**config.mk**
```make
export PLATFORM = sky130hd
export DESIGN_NAME = cond_unit
export DESIGN_NICKNAME = d
export VERILOG_FILES = /design/src/rtl/cond_unit_pkg.sv /design/src/rtl/cond_unit_cond_check.sv /design/src/rtl/cond_unit.sv
export SDC_FILE = /design/constraint.sdc
export NUM_CORES = 1
export LEC_CHECK = 0
export ABC_AREA = 1
export CAP_MARGIN = 20
export CELL_PAD_IN_SITES_DETAIL_PLACEMENT = 0
export CELL_PAD_IN_SITES_GLOBAL_PLACEMENT = 2
export CORE_UTILIZATION = 16
export DETAILED_ROUTE_END_ITERATION = 8
export PLACE_DENSITY_LB_ADDON = 0.1
export SYNTH_ARGS = -nofsm -noshare
export SYNTH_HDL_FRONTEND = slang
export SYNTH_HIERARCHICAL = 1
export SYNTH_SLANG_ARGS = --single-unit
export TNS_END_PERCENT = 10
```
**constraint.sdc**
```tcl
create_clock -name clk -period 1.8 [get_ports clk]
set_input_delay 0.36 -clock clk [delete_from_list [all_inputs] [get_ports clk]]
set_output_delay 0.36 -clock clk [all_outputs]
set_load 0.01 [all_outputs]
```
**src/rtl/cond_unit_pkg.sv**
```systemverilog
// Shared constants for the condition/flag stage: ARM condition codes and
// NZCV bit positions within the flag register.
package cond_unit_pkg;

  localparam logic [3:0] COND_EQ = 4'h0;
  localparam logic [3:0] COND_NE = 4'h1;
  localparam logic [3:0] COND_CS = 4'h2;
  localparam logic [3:0] COND_CC = 4'h3;
  localparam logic [3:0] COND_MI = 4'h4;
  localparam logic [3:0] COND_PL = 4'h5;
  localparam logic [3:0] COND_VS = 4'h6;
  localparam logic [3:0] COND_VC = 4'h7;
  localparam logic [3:0] COND_HI = 4'h8;
  localparam logic [3:0] COND_LS = 4'h9;
  localparam logic [3:0] COND_GE = 4'hA;
  localparam logic [3:0] COND_LT = 4'hB;
  localparam logic [3:0] COND_GT = 4'hC;
  localparam logic [3:0] COND_LE = 4'hD;
  localparam logic [3:0] COND_AL = 4'hE;
  localparam logic [3:0] COND_NV = 4'hF;

  localparam int FLAG_N = 3;
  localparam int FLAG_Z = 2;
  localparam int FLAG_C = 1;
  localparam int FLAG_V = 0;

endpackage

```
**src/rtl/cond_unit_cond_check.sv**
```systemverilog
// Purely combinational ARM condition evaluator: (cond, flags) -> condex.
module cond_check
  import cond_unit_pkg::*;
(
  input  logic [3:0] cond,
  input  logic [3:0] flags,
  output logic       condex
);

  logic n, z, c, v;

  assign n = flags[FLAG_N];
  assign z = flags[FLAG_Z];
  assign c = flags[FLAG_C];
  assign v = flags[FLAG_V];

  // NOTE: every path assigns condex (default arm included), so no latch is inferred.
  always_comb begin
    case (cond)
      COND_EQ: condex = z;
      COND_NE: condex = ~z;
      COND_CS: condex = c;
      COND_CC: condex = ~c;
      COND_MI: condex = n;
      COND_PL: condex = ~n;
      COND_VS: condex = v;
      COND_VC: condex = ~v;
      COND_HI: condex = c & ~z;
      COND_LS: condex = ~c | z;
      COND_GE: condex = (n == v);
      COND_LT: condex = (n != v);
      COND_GT: condex = ~z & (n == v);
      COND_LE: condex = z | (n != v);
      default: condex = 1'b1;  // AL and the unconditional space
    endcase
  end

endmodule

```
**src/rtl/cond_unit.sv**
```systemverilog
// Condition/flag stage after the ALU: NZCV register, condition capture and
// write-enable gating. Define COND_FAILCNT_EN to add the FailCount counter.
module cond_unit
  import cond_unit_pkg::*;
#(
  parameter int CNT_W = 16
) (
  input  logic             clk,
  input  logic             reset,
  input  logic [3:0]       Cond,
  input  logic [3:0]       ALUFlags,
  input  logic [1:0]       FlagW,
  input  logic             CondEval,
  input  logic             PCS,
  input  logic             NextPC,
  input  logic             RegW,
  input  logic             MemW,
  output logic             PCWrite,
  output logic             RegWrite,
  output logic             MemWrite,
  output logic [3:0]       Flags,
  output logic             CondExR
`ifdef COND_FAILCNT_EN
  ,
  output logic [CNT_W-1:0] FailCount
`endif
);

  logic condex_c;
  logic eval;
  logic ce;

  cond_check u_cond_check (
    .cond   (Cond),
    .flags  (Flags),
    .condex (condex_c)
  );

  // The strobe is ignored while reset is held so gated writes stay low.
  assign eval = CondEval & reset;
  assign ce   = eval ? condex_c : CondExR;

  assign PCWrite  = (PCS & ce) | NextPC;
  assign RegWrite = RegW & ce;
  assign MemWrite = MemW & ce;

  // NOTE: sequential state uses non-blocking assignments so every register
  // samples pre-edge values (condex_c sees the old Flags on a same-cycle write).
  always_ff @(posedge clk or negedge reset) begin
    if (!reset) begin
      Flags   <= 4'b0000;
      CondExR <= 1'b0;
    end else begin
      if (CondEval) CondExR <= condex_c;
      if (FlagW[1] & ce) Flags[FLAG_N:FLAG_Z] <= ALUFlags[FLAG_N:FLAG_Z];
      if (FlagW[0] & ce) Flags[FLAG_C:FLAG_V] <= ALUFlags[FLAG_C:FLAG_V];
    end
  end

`ifdef COND_FAILCNT_EN
  logic [CNT_W-1:0] fail_cnt;

  always_ff @(posedge clk or negedge reset) begin
    if (!reset) begin
      fail_cnt <= '0;
    end else if (CondEval && !condex_c && (fail_cnt != '1)) begin
      fail_cnt <= fail_cnt + 1'b1;
    end
  end

  assign FailCount = fail_cnt;
`else
  logic unused_cnt_w;
  assign unused_cnt_w = |CNT_W;
`endif

endmodule

```
==> summary.md <==
| Metric | Value |
|---|---|
| Status | complete, but fails checks |
| Violated checks | setup timing |
| Crit path max fanout | 4 |
| Antenna Cells | 0 |
| Drt initial violations | 13 |
| Syn Inst Count | between 80 and 90 |
| Synth area leader | dfrtp_1 |
| Pleak | around 0.55 nW |
| Final GP Congestion | 0.747 |
| Hpwl dp | about 1.2 mm |
| Final setup violation count | 8 |
| Die ar. | a little over 0.003 sq mm |
| Mapped Area | approximately 460 sq um |
| Startpoint Class | primary input |
| Min cycle time layout | roughly 2.0 ns |
| Clock Sinks | 5 |
| Unrepaired setup endpoints after global routing | yes |
| DRC errors left | 0 |
| Pins Over Slew Limit | 0 |
| WP data required | between 1 and 1.5 ns |
| DRT antenna net count | 0 |
| First-pass GRT wire length | around 2.8 mm |
| Avg WL per Cell | roughly 9 um |
| Pwr/cell area | about 840 mW/mm^2 |
| Final cycle utilization of the critical path | 1.11 |
| Rel. slew slack | 0.885 |
| Worst Setup End Kind | output pin |
| Routed vias/inst | between 4 and 5 |
| Critical Path AT | 1.64 ns |
| Tot Pwr | slightly above 0.0008 W |
| DRT Wirelength | 1.53 mm |
| Hold_buf cts | 0 |
| Final net count | 153 |
| Peak supply drop | between 0.0004 and 0.0005 V |
| Synth top area share | 0.272 |
| Fraction of layout cells with a size suffix above 1 | 0.370 |
| Fin area | 972 sq um |
| Place WS | -0.942 ns |
| Initial Util | 0.168 |
| MaxCap Viol Count | 0 |
| Area growth from synthesis to layout | 111% |
| Final worst setup slack | -0.199 ns |
| Commonest non-fill, non-tap cell in the layout | nand2_1 |
| Vias | 674 |
| Synth area leaders | dfrtp_1, nand2_1, nand3_1 |
| Distinct cells, synth | 10 |
| Later-pin clock latency in the skew report | around 0.24 ns |
| Kind of critical path | primary input to output pin |
| CTS tree | built |
| Maximum number of pins on one net before global-route repair | 8 |
| Most frequent cells in the layout | nand2_1, buf_4, clkdlybuf4s50_1 |
| Final hold slack | ~0.47 ns |
| GR Overflow Total | 0 |
| Reg clk slew, reported paths | 0.04 ns |
| Peak Freq | about 500 MHz |
| Initial antenna violation count | 0 |
| Max Clock Skew | approximately 0.0035 ns |
| Die height | around 56 um |
| Die extent in x | between 50 and 60 um |
| Synthesized Nets | about 100 |
| GRT Util Overall | 0.110 |
| HP Class | primary input to async pin |
| IO buf count | 24 |
| Hold Fails Final Rpt | 0 |
| Yosys reg bits | 5 |
| Vias in the first global route | a little under 700 |
| Io pins | 25 |
| Max clock buf depth | 2 |
| Synthesis Warnings | 6 |
| Avg Cell Area, Syn | 5.42 sq um |
| Clock root buffer | clkbuf_4 |
| DP Area | around 840 sq um |
| Worst slew pin tran | 0.172 ns |
| Fill count | ~320 |
| Sequential share of the synthesized area | 0.272 |
| Pre-Repair DR Iteration Count | 4 |
| Rows | 19 |
| Core area | about 0.0027 sq mm |
| CTS H-Tree Depth | 1 |
| CTS buffer count | 3 |
-- synthesized netlist by cell type --
| master | instances |
|---|---|
| nand2_1 | 31 |
| nand3_1 | 16 |
| inv_1 | 13 |
| nor2_1 | 11 |
| dfrtp_1 | 5 |
| a21oi_1 | 4 |
| nand2_2 | 2 |
| a21o_1 | 1 |
| inv_2 | 1 |
| o21ai_0 | 1 |
-- flip-flops by register name, indices dropped and copies added, names as in the netlist --
signal	cells
Flags	4
CondExR	1
-- per-layer routing --
metal	GRT usage	vias to the layer above	part of all wire
li1	-	365	-
met1	0.132	294	0.43
met2	0.194	15	0.53
met3	0.0256	0	0.045
met4	0.0321	0	0
met5	0	-	0
-- power by group --
group | internal (W) | switching [W] | leakage (nW)
clock | 0.0000835 | 0.0000410 | 0.0150
sequential | 0.000147 | 0.0000399 | 0.0615
combinational | 0.000293 | 0.000215 | 0.470
total | 0.000523 | 0.000295 | 0.547
-- area by class of cell --
class / instances / area, sq um / area share
repair buffers: 46 / 413 / 0.425
multi-input cells: 66 / 315 / 0.324
flip-flops and latches: 5 / 126 / 0.130
inverters: 14 / 52.6 / 0.0541
well taps: 31 / 38.8 / 0.0399
clock buffers: 4 / 26.3 / 0.0270
-- metrics by stage --
stage	cells	util	setup TNS, ns
after detailed placement	153	0.306	-4.03
after global placement	153	0.306	-4.16
final	166	0.356	-1.33
after floorplan	85	-	0
after global routing	166	0.356	-2.86
after CTS	165	0.347	-0.942
-- kinds of logic (layout without fill, tap and decap cells) --
family	count (synthesis)	after routing	synth area share
and+or+nand+nor	60	60	0.543
buffers and inverters	14	64	0.114
AOI/OAI and AO/OA	6	6	0.0706
DFF	5	5	0.272
-- path summary, 6_finish.rpt --
path | slack [ns] | startpoint | cells after the start | to
max | -0.20 | Cond[0] | 13 | MemWrite
max reg2reg | -0.18 | Flags[0] | 17 | Flags[1]
max in group asynchronous | 1.20 | reset | 2 | Flags[3]
min | 0.47 | reset | 2 | Flags[1]
min reg2reg | 0.58 | CondExR | 2 | CondExR
min in group clk | 0.58 | CondExR | 2 | CondExR
-- timing repair --
item | CTS | global route
pin swaps | 8 | 9
buffers inserted | 9 | 1
gates resized for setup | 33 | 11
endpoints found under the hold margin | 0 | 0
setup endpoints to repair | 7 | 11
-- critical path, stage by stage --
cell and delay [ns]:
dlygate4sd2_1 0.28, nor2_1 0.11, nand2_1 0.07, nor2_2 0.11, nand2_1 0.05, nand2_1 0.05
nor2_1 0.04, nand2_1 0.09, nand3_1 0.09, nand2_2 0.11, inv_2 0.05, nor2_1 0.08
buf_2 0.14
(Power assumes the default switching activity.)
